--- config.mk ---
export PLATFORM = sky130hd
export DESIGN_NAME = serial_subtractor
export DESIGN_NICKNAME = d
export VERILOG_FILES = /design/src/rtl/serial_arith_pkg.sv /design/src/rtl/full_subtractor.sv /design/src/rtl/serial_subtractor.sv
export SDC_FILE = /design/constraint.sdc
export NUM_CORES = 1
export LEC_CHECK = 0
export CAP_MARGIN = 15
export CORE_MARGIN = 2
export CORE_UTILIZATION = 45
export DETAILED_ROUTE_END_ITERATION = 16
export GPL_TIMING_DRIVEN = 0
export HOLD_SLACK_MARGIN = 0.03
export MAX_ROUTING_LAYER = met4
export PLACE_DENSITY = 0.73
export SYNTH_ARGS = -nofsm -noshare
export SYNTH_HDL_FRONTEND = slang
export SYNTH_SLANG_ARGS = --single-unit
--- constraint.sdc ---
create_clock -name clk -period 1.5 [get_ports clk]
set_input_delay 0.3 -clock clk [delete_from_list [all_inputs] [get_ports clk]]
set_output_delay 0.3 -clock clk [all_outputs]
set_load 0.05 [all_outputs]
--- src/rtl/serial_arith_pkg.sv ---
// Shared types and helpers for the bit-serial arithmetic blocks.
// Holds the sequencer state encoding, the default operand width and a counter-width helper.
package serial_arith_pkg;

    localparam int DEFAULT_WIDTH = 8;

    typedef enum logic [1:0] {
        IDLE  = 2'd0,
        SHIFT = 2'd1,
        DONE  = 2'd2
    } state_e;

    // Bits needed to count 0..value-1; never less than one bit.
    function automatic int clog2(input int value);
        int r;
        int v;
        r = 0;
        v = value - 1;
        while (v > 0) begin
            r++;
            v = v >> 1;
        end
        return (r < 1) ? 1 : r;
    endfunction

endpackage

--- src/rtl/full_subtractor.sv ---
// One-bit full subtractor built from gate primitives: diff = a - b - borrow_in.
module full_subtractor (
    input  logic a,
    input  logic b,
    input  logic borrow_in,
    output logic diff,
    output logic borrow_out
);

    logic axb;
    logic na;
    logic naxb;
    logic t_lt;
    logic t_eq;

    xor g_axb  (axb, a, b);
    xor g_diff (diff, axb, borrow_in);

    // Borrow when a<b outright, or when a==b and a borrow is already pending.
    not g_na   (na, a);
    and g_lt   (t_lt, na, b);
    not g_naxb (naxb, axb);
    and g_eq   (t_eq, naxb, borrow_in);
    or  g_bout (borrow_out, t_lt, t_eq);

endmodule

--- src/rtl/serial_subtractor.sv ---
// Bit-serial two's-complement subtractor: difference = a - b - borrow_in, LSB first,
// one bit per clock, sequenced by a start/busy/done handshake.
module serial_subtractor
    import serial_arith_pkg::*;
#(
    parameter int WIDTH = DEFAULT_WIDTH
) (
    input  logic             clk,
    input  logic             rst,
    input  logic             start,
    input  logic [WIDTH-1:0] a,
    input  logic [WIDTH-1:0] b,
    input  logic             borrow_in,
    output logic             busy,
    output logic             done,
    output logic [WIDTH-1:0] difference,
    output logic             borrow_out,
    output logic             overflow
);

    localparam int CNT_W = clog2(WIDTH);
    localparam logic [CNT_W-1:0] CNT_LAST = CNT_W'(WIDTH - 1);

    state_e           state_q, state_d;
    logic [WIDTH-1:0] a_sh_q, a_sh_d;
    logic [WIDTH-1:0] b_sh_q, b_sh_d;
    logic [WIDTH-1:0] res_q, res_d;
    logic             br_q, br_d;
    logic [CNT_W-1:0] cnt_q, cnt_d;
    logic             a_msb_q, a_msb_d;
    logic             b_msb_q, b_msb_d;
    logic [WIDTH-1:0] diff_q, diff_d;
    logic             bout_q, bout_d;
    logic             ovf_q, ovf_d;

    logic             fs_diff;
    logic             fs_bout;
    logic [WIDTH-1:0] res_next;

    full_subtractor u_fs (
        .a          (a_sh_q[0]),
        .b          (b_sh_q[0]),
        .borrow_in  (br_q),
        .diff       (fs_diff),
        .borrow_out (fs_bout)
    );

    // Result bits enter at the MSB so the word is aligned after WIDTH shifts.
    assign res_next = {fs_diff, res_q[WIDTH-1:1]};

    always_comb begin
        state_d = state_q;
        a_sh_d  = a_sh_q;
        b_sh_d  = b_sh_q;
        res_d   = res_q;
        br_d    = br_q;
        cnt_d   = cnt_q;
        a_msb_d = a_msb_q;
        b_msb_d = b_msb_q;
        diff_d  = diff_q;
        bout_d  = bout_q;
        ovf_d   = ovf_q;

        unique case (state_q)
            IDLE, DONE: begin
                state_d = IDLE;
                if (start) begin
                    state_d = SHIFT;
                    a_sh_d  = a;
                    b_sh_d  = b;
                    res_d   = '0;
                    br_d    = borrow_in;
                    cnt_d   = '0;
                    a_msb_d = a[WIDTH-1];
                    b_msb_d = b[WIDTH-1];
                end
            end
            SHIFT: begin
                a_sh_d = {1'b0, a_sh_q[WIDTH-1:1]};
                b_sh_d = {1'b0, b_sh_q[WIDTH-1:1]};
                res_d  = res_next;
                br_d   = fs_bout;
                cnt_d  = cnt_q + 1'b1;
                if (cnt_q == CNT_LAST) begin
                    state_d = DONE;
                    diff_d  = res_next;
                    bout_d  = fs_bout;
                    // Signed overflow only possible when operand signs differ.
                    ovf_d   = (a_msb_q != b_msb_q) && (fs_diff != a_msb_q);
                end
            end
            default: state_d = IDLE;
        endcase
    end

    always_ff @(posedge clk) begin
        if (rst) begin
            state_q <= IDLE;
            a_sh_q  <= '0;
            b_sh_q  <= '0;
            res_q   <= '0;
            br_q    <= 1'b0;
            cnt_q   <= '0;
            a_msb_q <= 1'b0;
            b_msb_q <= 1'b0;
            diff_q  <= '0;
            bout_q  <= 1'b0;
            ovf_q   <= 1'b0;
        end else begin
            state_q <= state_d;
            a_sh_q  <= a_sh_d;
            b_sh_q  <= b_sh_d;
            res_q   <= res_d;
            br_q    <= br_d;
            cnt_q   <= cnt_d;
            a_msb_q <= a_msb_d;
            b_msb_q <= b_msb_d;
            diff_q  <= diff_d;
            bout_q  <= bout_d;
            ovf_q   <= ovf_d;
        end
    end

    assign busy       = (state_q == SHIFT);
    assign done       = (state_q == DONE);
    assign difference = diff_q;
    assign borrow_out = bout_q;
    assign overflow   = ovf_q;

endmodule

======== After elaboration in Yosys (flattened, before gate mapping) ========
Index checks and enable logic that the tools add are counted.
word-level totals
  memories ................................ 0
  RAM bits ................................ 0
  bits in latches ......................... 0
  output and inout port bits .............. 12
  input port bits ......................... 20
  register bits after elaboration ......... 42
  memory bits (read-only) ................. 0
  word-level logic and storage cells ...... 46
cells by class
  div/mod/pow operators ................... 0
  add/subtract/negate cells ............... 1
  muxes and demuxes ....................... 13
  multiply operators ...................... 0
  order comparisons ....................... 0
  shift operators ......................... 0
  reductions and logical operators ........ 7
  bitwise gates (word level) .............. 7
  equality and inequality tests ........... 7
operators with widths
  operator                                              count
  case mux 8 bit (2 select lines)                       3
  two-way mux 8 bit                                     3
  case mux 3 bit (2 select lines)                       1
  AND reduction 2 bit                                   3
  case mux 2 bit (2 select lines)                       1
  adder 3 x 1 -> 3 bit (second input constant)          1
  equality test 3 bit (second input constant)           1
  two-way mux 3 bit                                     1
  bitwise AND 1 bit                                     2
  equality test 2 x 1 -> 1 bit (second input constant)  1
  equality test 2 bit (second input constant)           1
  zero test 2 bit                                       1
  two-way mux 1 bit                                     2
  two-way mux 2 bit                                     1
  != test 1 bit                                         2
  != test 2 x 1 -> 1 bit (second input constant)        1
  != test 2 bit (second input constant)                 1
  inverter 1 bit                                        2
  case mux 1 bit (2 select lines)                       1
  nonzero test 2 bit                                    1
  OR reduction 2 bit                                    1
  bitwise XOR 1 bit                                     2
  logical AND 1 bit                                     1
  OR 1 bit                                              1

======== Longest topological paths before layout ========
Gate-level depths: netlist (run 1).
  depth in word-level cells ............... 5
  gate-level depth with buffers ........... 6
  gate-level depth less buffers ........... 5

======== By module ========
Synthesis (run 1) repeated with hierarchy kept, for this count alone.
unflattened totals
  cell total of the unflattened synthesis .. 206
  area, all modules ....................... 1691.6 um2
by module, submodules not included
  module             cells each  area an instance (um2)  times used  sequential area each (um2)
  serial_subtractor  202         1660.3                  1           820.8
  full_subtractor    4           31.3                    1           0.0

======== Worst setup path before layout (run 1) ========
OpenSTA, ideal clock, no wires.
  path kind ............................... reg2reg
  start point ............................. reg br_q
  end point ............................... reg ovf_q (netlist: overflow)
  period minus slack after synthesis ...... 1337 ps
  setup slack ............................. 163 ps
  cell stages (with the launch flop) ...... 6
  path buffers ............................ 0
  required time ........................... 1414 ps
  setup time .............................. 86 ps
  arrival time ............................ 1251 ps
  cells stage by stage .................... dfxtp_1 > inv_1 > fa_1 > nor2_1 > a21oi_1 > a211oi_1
between the ends
  cells in the longest elaborated chain, start to end .. 3
ends and longest elaborated chain
  item                    RTL line                  RTL
  from (decl)             serial_subtractor.sv:28   logic br_q, br_d;
  from (signal assigned)  serial_subtractor.sv:114  br_q <= br_d;
  bitwise XOR 1 bit       full_subtractor.sv:17     xor g_diff (diff, axb, borrow_in);
  net fs_diff             serial_subtractor.sv:36   logic fs_diff;
  != test 1 bit           serial_subtractor.sv:89   ovf_d = (a_msb_q != b_msb_q) && (fs_diff != a_msb_q);
  logical AND 1 bit       serial_subtractor.sv:89
  to (signal assigned)    serial_subtractor.sv:120  ovf_q <= ovf_d;
  to (decl)               serial_subtractor.sv:34   logic ovf_q, ovf_d;
The timed path passes the listed nets, and every way through them passes these cells.
A chain may end at the register's enable or synchronous reset.

======== Worst setup path after layout (run 1) ========
  start point ............................. reg ovf_q (netlist: overflow)
  end point ............................... out overflow
RTL lines
  item       RTL line                 RTL
  to (decl)  serial_subtractor.sv:18  output logic overflow
No word-level cell between the ends.

==> results of run 1 <==
-- stage by stage --
stage / util / total power [W] / instances
4_1_cts: 0.595 / 0.00228 / 291
3_3_place_gp: 0.559 / 0.00149 / 281
3_5_place_dp: 0.559 / 0.00150 / 281
6_report: 0.596 / 0.00228 / 290
2_1_floorplan: - / 0.00139 / 203
5_1_grt: 0.596 / 0.00238 / 290
-- Yosys cell counts --
cell                        count
sky130_fd_sc_hd__fa_1           1
sky130_fd_sc_hd__and3b_1        1
sky130_fd_sc_hd__a21oi_1       24
sky130_fd_sc_hd__a211oi_1       2
sky130_fd_sc_hd__nand2b_1       3
sky130_fd_sc_hd__nand3b_1       2
sky130_fd_sc_hd__nand2_1       57
sky130_fd_sc_hd__buf_2          5
sky130_fd_sc_hd__nor2b_1        2
sky130_fd_sc_hd__a311oi_1      14
sky130_fd_sc_hd__o21a_1         1
sky130_fd_sc_hd__dfxtp_1       41
sky130_fd_sc_hd__buf_6          1
sky130_fd_sc_hd__nor2_1        19
sky130_fd_sc_hd__ha_1           2
sky130_fd_sc_hd__inv_1          3
sky130_fd_sc_hd__a2bb2oi_1      1
sky130_fd_sc_hd__buf_4          6
sky130_fd_sc_hd__clkbuf_1       5
sky130_fd_sc_hd__nand3_1       13
-- flip-flops by register name, indices dropped and copies added, names as in the netlist --
signal	cells
a_msb_q	1
a_sh_q	8
b_msb_q	1
b_sh_q	8
borrow_out	1
br_q	1
cnt_q	3
difference	8
overflow	1
res_q	7
state_q	2
-- power by group through the flow --
stage / registers [W] / clock network (W) / logic (W)
after global routing: 0.00118 / 0.000846 / 0.000352
after global placement: 0.00120 / 0 / 0.000298
after detailed placement: 0.00120 / 0 / 0.000300
after floorplan: 0.00119 / 0 / 0.000198
after CTS: 0.00117 / 0.000796 / 0.000312
final: 0.00118 / 0.000787 / 0.000315
-- per-layer routing --
metal  part of all wire  wire length, um  vias up  global-route usage
met1               0.47             1720      649               0.231
met3              0.051              189        8              0.0503
met2               0.46             1700       37               0.309
li1                   -                -      759                   -
met5                  0                0        -                   -
met4              0.015               56        0              0.0638
-- logic make-up after synthesis --
kind of cell	synth area share
flops	0.495
buf+inv	0.0672
compound gates	0.165
fa+ha+maj	0.0272
simple gates	0.245
-- layout make-up --
type	count	area (sq um)	share of cell area
Sequential cell	41	823	0.383
Multi-Input combinational cell	142	746	0.347
Timing Repair Buffer	32	304	0.141
Buffer	16	98.8	0.0460
Clock buffer	7	96.3	0.0448
Tap cell	48	60.1	0.0279
Inverter	3	16.3	0.00757
Clock inverter	1	5.00	0.00233
-- worst reg2reg max path: stages (launching register included) --
cell and delay, ps:
sky130_fd_sc_hd__dfxtp_1 330, sky130_fd_sc_hd__inv_1 60, sky130_fd_sc_hd__fa_2 630, sky130_fd_sc_hd__nor2_2 60, sky130_fd_sc_hd__a21oi_2 130, sky130_fd_sc_hd__a211oi_2 90
-- path summary, 6_finish.rpt --
path	from	end	cells past startpoint
setup / recovery	overflow	overflow	1
hold / removal	rst	a_sh_q[1]	2
hold reg to reg	difference[0]	difference[0]	2
setup reg to reg	br_q	overflow	5
-- what timing repair did --
action	in CTS	in global routing
hold buffers	0	0
endpoints found under the setup margin	13	9
pin swaps	0	1
setup buffers	2	0
resized for setup	28	10
-- cells in the final DEF (no fill, tap or decap) --
master	Yosys	routed
sky130_fd_sc_hd__nand2_1	57	57
sky130_fd_sc_hd__dfxtp_1	41	39
sky130_fd_sc_hd__a21oi_1	24	23
sky130_fd_sc_hd__nor2_1	19	18
sky130_fd_sc_hd__clkdlybuf4s50_1	0	18
sky130_fd_sc_hd__a311oi_1	14	14
sky130_fd_sc_hd__nand3_1	13	13
sky130_fd_sc_hd__dlygate4sd2_1	0	9
sky130_fd_sc_hd__buf_4	6	7
sky130_fd_sc_hd__clkbuf_8	0	7
sky130_fd_sc_hd__buf_2	5	5
sky130_fd_sc_hd__clkbuf_1	5	5
sky130_fd_sc_hd__buf_6	1	2
sky130_fd_sc_hd__nor2b_1	2	2
sky130_fd_sc_hd__inv_1	3	2
sky130_fd_sc_hd__nand2b_1	3	2
sky130_fd_sc_hd__nand3b_1	2	2
sky130_fd_sc_hd__ha_1	2	2
sky130_fd_sc_hd__dfxtp_2	0	2
sky130_fd_sc_hd__nand2b_4	0	1
sky130_fd_sc_hd__inv_6	0	1
sky130_fd_sc_hd__a2bb2oi_1	1	1
sky130_fd_sc_hd__and3b_1	1	1
sky130_fd_sc_hd__a211oi_1	2	1
sky130_fd_sc_hd__nor2_2	0	1
sky130_fd_sc_hd__a21oi_2	0	1
sky130_fd_sc_hd__a211oi_2	0	1
sky130_fd_sc_hd__o21a_1	1	1
sky130_fd_sc_hd__fa_2	0	1
sky130_fd_sc_hd__clkinv_2	0	1
sky130_fd_sc_hd__buf_8	0	1
sky130_fd_sc_hd__clkdlybuf4s15_1	0	1
==> run summary, run 1 <==
count of synthesis-stage warnings from yosys: 0
area added between synthesis and finish: 29.8%
ratio of cells with drive above 1 in the final layout: 0.128
Crit path max-delay family: buffers and inverters
antenna-violating nets left: 0
vias in the first global route: 1372
internal power: 0.00170 W
clock latency reported for the late side of the worst-skew pair: 290 ps
total number of vias: 1453
die area: 4180 sq um
number of distinct library cells after synthesis: 20
Initial Util: 0.459
summed area of non-filler cells in the final layout: 2150 sq um
required time of the worst setup path: 1200 ps
net count reported at finish: 264
worst reg-to-reg setup slack: 80 ps
post-synthesis net count: 226
hold slack final: 277 ps
Startpoint Class: register
Max Transition Viols Final: 0
CP max-delay cell: sky130_fd_sc_hd__dlygate4sd2_1
Setup Slack @ Placement: -463 ps
HPWL reported at the end of detailed placement: 2520 um
synthesized area divided by synthesized cell count: 8.16 sq um
maximum level of the CTS H-tree: 2
Largest stage delay, worst path: 530 ps
chip width: 64.7 um
CP Data Arrival Time: 1170 ps
core area: 3610 sq um
ratio of routed vias to standard cells: 5.01
post-synthesis sequential element count: 41
leakage power: 0.834 nW
proportion of synthesized chip area in sequential cells: 0.495
outcome: finished clean
Cells after Synth: 203
net switching power of the design: 0.000575 W
Worst Path Buf+Inv: 1
Worst Tran Pin Value: 505 ps
Layout Skew: 2.88 ps
Clock power frac: 0.346
Yosys top cell by area: sky130_fd_sc_hd__dfxtp_1
average detailed-routed wire length per instance: 12.7 um
grt total ovfl: 0
total global-route track usage: 0.190
clock tree root buffer cell: sky130_fd_sc_hd__clkbuf_8
max-cap violation count: 0
n_diodes: 0
post-synth design cell area: 1660 sq um
Worst setup EP type: primary output
Slew HR: 0.663
Longest Clk Path Bufs: 2
clock transition time at the flip-flop clock pins of the worst setup and hold paths: 80 ps
worst setup path category: register to primary output
number of failing hold endpoints at the final stage: 0
Pwr Density: 1060 nW/um^2
peak supply drop: 543 uV
Routability Congestion: 0.762
num rows: 22
total wire length after detailed routing: 3670 um
die boundary height: 64.7 um
Placed Instance Area: 2020 sq um
Fin Setup TNS: 0 ps
fill count: 340
detailed-router iteration count before antenna repair: 4
fraction of synthesized cell area taken by the top area cell type: 0.495
number of sinks on the clock net: 41
cells along the critical path: dlygate4sd2_1
peak clock frequency supported by timing: 681 MHz
Sequential Power Share: 0.516
violation count after the first detailed-route iteration: 74
Ports: 32
Num CTS Buffers: 5
wire length of the first global-routing pass: 5990 um
Hold Crit Class: input pin to register
clock tree from TritonCTS: done
fin crit period: 1470 ps
Setup WS post-layout: 31.6 ps
period utilisation layout: 0.979
input/output buffers: 30
maximum number of pins on one net before global-route repair: 13
Crit Path Max Fanout: 2
setup violation total in the final timing report: 0
proportion of power drawn by combinational gates: 0.138
Synth area leaders: sky130_fd_sc_hd__dfxtp_1, sky130_fd_sc_hd__nand2_1, sky130_fd_sc_hd__a311oi_1, sky130_fd_sc_hd__a21oi_1, sky130_fd_sc_hd__nor2_1
DRC Markers: 0
antenna violations before repair: 0
fraction of power spent switching nets: 0.253
No activity file was read; power rests on OpenSTA's default activity.
==> inputs of run 2 (changes only) <==
--- a/config.mk
+++ b/config.mk
@@ -5,6 +5,7 @@
 export SDC_FILE = /design/constraint.sdc
 export NUM_CORES = 1
 export LEC_CHECK = 0
+export ABC_AREA = 1
 export CAP_MARGIN = 15
 export CORE_MARGIN = 2
 export CORE_UTILIZATION = 45
@@ -12,7 +13,7 @@
 export GPL_TIMING_DRIVEN = 0
 export HOLD_SLACK_MARGIN = 0.03
 export MAX_ROUTING_LAYER = met4
-export PLACE_DENSITY = 0.73
+export PLACE_DENSITY = 0.72
 export SYNTH_ARGS = -nofsm -noshare
 export SYNTH_HDL_FRONTEND = slang
 export SYNTH_SLANG_ARGS = --single-unit
==> run summary, run 2 <==
Ports: 32
Layout Skew: 5.42 ps
DRC Markers: 0
period utilisation layout: 0.967
worst reg-to-reg setup slack: 100 ps
total number of vias: 1592
outcome: finished clean
maximum level of the CTS H-tree: 2
ratio of routed vias to standard cells: 4.88
Crit path max-delay family: buffers and inverters
post-synthesis sequential element count: 41
Cells after Synth: 240
CP max-delay cell: sky130_fd_sc_hd__dlygate4sd2_1
number of failing hold endpoints at the final stage: 0
proportion of synthesized chip area in sequential cells: 0.467
Hold Crit Class: input pin to register
core area: 3720 sq um
vias in the first global route: 1439
most frequently used flop master after synthesis: sky130_fd_sc_hd__dfxtp_1
peak clock frequency supported by timing: 689 MHz
clock latency reported for the late side of the worst-skew pair: 290 ps
Max Transition Viols Final: 0
critical path startpoint: borrow_out
grt total ovfl: 0
final core utilization: 0.594
top cell types by occurrence after synthesis: sky130_fd_sc_hd__nand2_1, sky130_fd_sc_hd__nand3_1, sky130_fd_sc_hd__dfxtp_1
cells along the critical path: dlygate4sd2_1
Worst Path Buf+Inv: 1
post-synth design cell area: 1760 sq um
Critical path destination: borrow_out
number of distinct library cells after synthesis: 20
Synth area leaders: sky130_fd_sc_hd__dfxtp_1, sky130_fd_sc_hd__nand3_1, sky130_fd_sc_hd__nand2_1, sky130_fd_sc_hd__a21oi_1, sky130_fd_sc_hd__inv_1
worst r2r dst: difference[7]
input/output buffers: 30
Pwr Density: 1010 nW/um^2
fill count: 376
setup repair after global routing missed its margin: no
HPWL reported at the end of detailed placement: 2600 um
net switching power of the design: 0.000605 W
die boundary height: 66.5 um
setup violation total in the final timing report: 0
die area: 4420 sq um
asr flop ratio synth: 0
wire length of the first global-routing pass: 6310 um
clock transition time at the flip-flop clock pins of the worst setup and hold paths: 80 ps
num rows: 22
worst setup path category: register to primary output
maximum number of pins on one net before global-route repair: 13
Worst setup EP type: primary output
most frequent cells in the layout: sky130_fd_sc_hd__nand2_1, sky130_fd_sc_hd__nand3_1, sky130_fd_sc_hd__dfxtp_1
Worst Tran Pin Value: 505 ps
Fin Setup TNS: 0 ps
Startpoint Class: register
peak supply drop: 657 uV
Crit Path Max Fanout: 2
Num CTS Buffers: 5
Multi-input gate area: 757 sq um
Initial Util: 0.473
most common library cell in the layout ignoring fill and taps: sky130_fd_sc_hd__nand2_1
path depth of the worst reg2reg path: 6
leakage power: 0.939 nW
CP Data Arrival Time: 1150 ps
number of sinks on the clock net: 41
fin crit period: 1450 ps
R2R Path Start: cnt_q[0]
area added between synthesis and finish: 25.6%
synthesized area divided by synthesized cell count: 7.32 sq um
required time of the worst setup path: 1200 ps
chip width: 66.5 um
cell count after placement: 318
Largest stage delay, worst path: 530 ps
Storage cell area: 825 sq um
most frequent cell after synthesis: sky130_fd_sc_hd__nand2_1
max-cap violation count: 0
total stage count of the critical path: 1
count of flip-flops with a built-in enable after synthesis: 0
ratio of cells with drive above 1 in the final layout: 0.104
proportion of power drawn by combinational gates: 0.168
count of synthesis-stage warnings from yosys: 0
n_diodes: 0
antenna-violating nets left: 0
total global-route track usage: 0.194
Sequential Power Share: 0.523
setup repair bufs after CTS: 0
net count reported at finish: 300
internal power: 0.00163 W
Setup WS post-layout: 48.8 ps
total wire length after detailed routing: 3690 um
violation count after the first detailed-route iteration: 111
antenna violations before repair: 0
Clock power frac: 0.309
detailed-router iteration count before antenna repair: 4
Slew HR: 0.664
clock tree from TritonCTS: done
post-synthesis net count: 263
fraction of power spent switching nets: 0.270
Routability Congestion: 0.753
clock tree root buffer cell: sky130_fd_sc_hd__clkbuf_8
fraction of synthesized cell area taken by the top area cell type: 0.467
average detailed-routed wire length per instance: 11.3 um
Longest Clk Path Bufs: 2
Yosys top cell by area: sky130_fd_sc_hd__dfxtp_1
final standard cell count with taps included and fillers excluded: 326
Setup Slack @ Placement: -433 ps
run 2: logic make-up after synthesis:
logic type                 after synthesis  share of synthesized area
and+or+nand+nor                        130                      0.328
DFF                                     41                      0.467
buffers and inverters                   40                      0.105
AOI/OAI and AO/OA                       26                     0.0741
adders and majority gates                3                     0.0256
run 2: how the worst min path moves through the flow:
| stage | startpoint | endpoint | cells past startpoint |
|---|---|---|---|
| 3_3_place_gp | cnt_q[0] | cnt_q[0] | 1 |
| 3_5_place_dp | cnt_q[0] | cnt_q[0] | 1 |
| 4_1_cts | rst | difference[0] | 2 |
| 6_report | rst | difference[1] | 2 |
| 5_1_grt | rst | difference[0] | 2 |
| 2_1_floorplan | cnt_q[0] | cnt_q[0] | 1 |
run 2: area by class of cell:
class                   instances  share of cell area
flip-flops and latches         41               0.374
multi-input cells             159               0.343
repair buffers                 30               0.130
inverters                      25              0.0442
plain buffers                  15              0.0437
clock buffers                   6              0.0329
well taps                      48              0.0272
clock inverters                 2             0.00454
run 2: power by group through the flow:
stage               Combinational [W]  Sequential [W]  Clock, W
detailed placement           0.000364         0.00120         0
global route                 0.000427         0.00118  0.000751
floorplan                    0.000254         0.00119         0
CTS                          0.000371         0.00117  0.000709
global placement             0.000363         0.00119         0
finish                       0.000376         0.00117  0.000691
run 2: routing by layer:
| layer | GRT usage | vias up | routed length (um) |
|---|---|---|---|
| li1 | - | 851 | - |
| met5 | - | - | 0 |
| met2 | 0.291 | 31 | 1590 |
| met3 | 0.0524 | 4 | 146 |
| met4 | 0.0842 | 0 | 69 |
| met1 | 0.247 | 706 | 1890 |
run 2: stage by stage:
step | area, sq um | total power, W | hold WS, ps
finish | 2210 | 0.00224 | 265
global route | 2210 | 0.00235 | 279
CTS | 2190 | 0.00225 | 255
detailed placement | 2120 | 0.00156 | 454
global placement | 2120 | 0.00156 | 449
floorplan | 1760 | 0.00144 | 430
run 2: timing repair:
action	CTS	global route
resized for setup	24	6
hold buffers	0	0
setup endpoints to repair	12	10
==> inputs of run 3 (changes only) <==
--- a/config.mk
+++ b/config.mk
@@ -7,13 +7,12 @@
 export LEC_CHECK = 0
 export ABC_AREA = 1
 export CAP_MARGIN = 15
-export CORE_MARGIN = 2
 export CORE_UTILIZATION = 45
 export DETAILED_ROUTE_END_ITERATION = 16
 export GPL_TIMING_DRIVEN = 0
 export HOLD_SLACK_MARGIN = 0.03
 export MAX_ROUTING_LAYER = met4
-export PLACE_DENSITY = 0.72
+export PLACE_DENSITY_LB_ADDON = 0.1
 export SYNTH_ARGS = -nofsm -noshare
 export SYNTH_HDL_FRONTEND = slang
 export SYNTH_SLANG_ARGS = --single-unit
==> run summary, run 3 (same netlist as run 2, synthesis figures left out) <==
Worst Path Buf+Inv: 1
num rows: 22
n_diodes: 0
fill count: 373
ratio of cells with drive above 1 in the final layout: 0.114
Longest Clk Path Bufs: 2
CP max-delay cell: sky130_fd_sc_hd__dlygate4sd2_1
area added between synthesis and finish: 27.4%
DRC Markers: 0
worst setup path category: register to primary output
period utilisation layout: 0.968
net count reported at finish: 303
ratio of routed vias to standard cells: 4.93
setup violation total in the final timing report: 0
R2R Path Start: br_q
clock tree root buffer cell: sky130_fd_sc_hd__clkbuf_8
violation count after the first detailed-route iteration: 148
Slew HR: 0.664
chip width: 64.5 um
detailed-router iteration count before antenna repair: 4
grt total ovfl: 0
core area: 3720 sq um
wire length of the first global-routing pass: 6480 um
required time of the worst setup path: 1200 ps
Max Transition Viols Final: 0
Worst Tran Pin Value: 504 ps
internal power: 0.00164 W
Num CTS Buffers: 5
critical path startpoint: difference[7]
input/output buffers: 30
total wire length after detailed routing: 3760 um
CP Data Arrival Time: 1150 ps
leakage power: 0.946 nW
Routability Congestion: 0.774
antenna violations before repair: 0
clock latency reported for the late side of the worst-skew pair: 290 ps
peak clock frequency supported by timing: 689 MHz
setup repair after global routing missed its margin: no
Sequential Power Share: 0.520
total global-route track usage: 0.205
most frequent cells in the layout: sky130_fd_sc_hd__nand2_1, sky130_fd_sc_hd__nand3_1, sky130_fd_sc_hd__dfxtp_1
Layout Skew: 3.94 ps
HPWL reported at the end of detailed placement: 2570 um
proportion of power drawn by combinational gates: 0.169
fin crit period: 1450 ps
Hold Crit Class: input pin to register
die area: 4160 sq um
Setup Slack @ Placement: -456 ps
clock tree from TritonCTS: done
number of failing hold endpoints at the final stage: 0
fraction of power spent switching nets: 0.274
number of sinks on the clock net: 41
final core utilization: 0.602
max-cap violation count: 0
Setup WS post-layout: 47.6 ps
Initial Util: 0.473
vias in the first global route: 1444
maximum level of the CTS H-tree: 2
outcome: finished clean
Clock power frac: 0.312
peak supply drop: 786 uV
Crit Path Max Fanout: 2
Largest stage delay, worst path: 520 ps
cells along the critical path: dlygate4sd2_1
net switching power of the design: 0.000618 W
maximum number of pins on one net before global-route repair: 13
Crit path max-delay family: buffers and inverters
Worst setup EP type: primary output
most common library cell in the layout ignoring fill and taps: sky130_fd_sc_hd__nand2_1
hold wc startpoint: rst
die boundary height: 64.5 um
antenna-violating nets left: 0
clock transition time at the flip-flop clock pins of the worst setup and hold paths: 80 ps
Pwr Density: 1010 nW/um^2
Startpoint Class: register
total number of vias: 1622
Ports: 32
average detailed-routed wire length per instance: 11.4 um
total power consumption of the routed design: 0.00225 W
## run 3: final cells by class
type                    instances  area (sq um)  area share
repair inverters                1          7.51     0.00336
well taps                      48          60.1      0.0268
clock inverters                 2          10.0     0.00447
plain buffers                  15          98.8      0.0442
inverters                      25          97.6      0.0436
flip-flops and latches         41           825       0.369
clock buffers                   6          72.6      0.0324
multi-input cells             159           759       0.339
repair buffers                 32           307       0.137
## run 3: stage by stage
step / hold WS [ps] / cell area, sq um / std cells / setup TNS [ps]
2_1_floorplan: 430 / 1760 / 240 / 0
3_3_place_gp: 445 / 2120 / 318 / -1190
3_5_place_dp: 455 / 2120 / 318 / -1170
4_1_cts: 252 / 2190 / 326 / 0
5_1_grt: 254 / 2240 / 329 / 0
6_report: 255 / 2240 / 329 / 0
## run 3: layer usage
layer / track usage / up-vias / wire, um
met5: - / - / 0
met1: 0.276 / 736 / 1850
met2: 0.308 / 26 / 1700
met3: 0.0423 / 7 / 158
met4: 0.0667 / 0 / 46
li1: - / 853 / -
## run 3: path summary, 6_finish.rpt
kind	to	slack, ps	cells after the start
setup / recovery	difference[7]	50	1
hold / removal	difference[1]	260	2
setup reg to reg	overflow	100	7
hold reg to reg	difference[2]	460	2
## run 3: repair_timing
action | CTS | global route
hold buffers | 0 | 0
endpoints found under the hold margin | 0 | 0
cloned | 0 | 1
setup endpoints to repair | 12 | 14
resized for setup | 25 | 11
buffers inserted | 0 | 2
## run 3: power by group through the flow
stage                     registers [W]  logic (W)  clock network (W)
after global placement          0.00119   0.000365                  0
after floorplan                 0.00119   0.000254                  0
after detailed placement        0.00120   0.000368                  0
final                           0.00117   0.000380           0.000702
after global routing            0.00118   0.000430           0.000765
after CTS                       0.00117   0.000374           0.000709
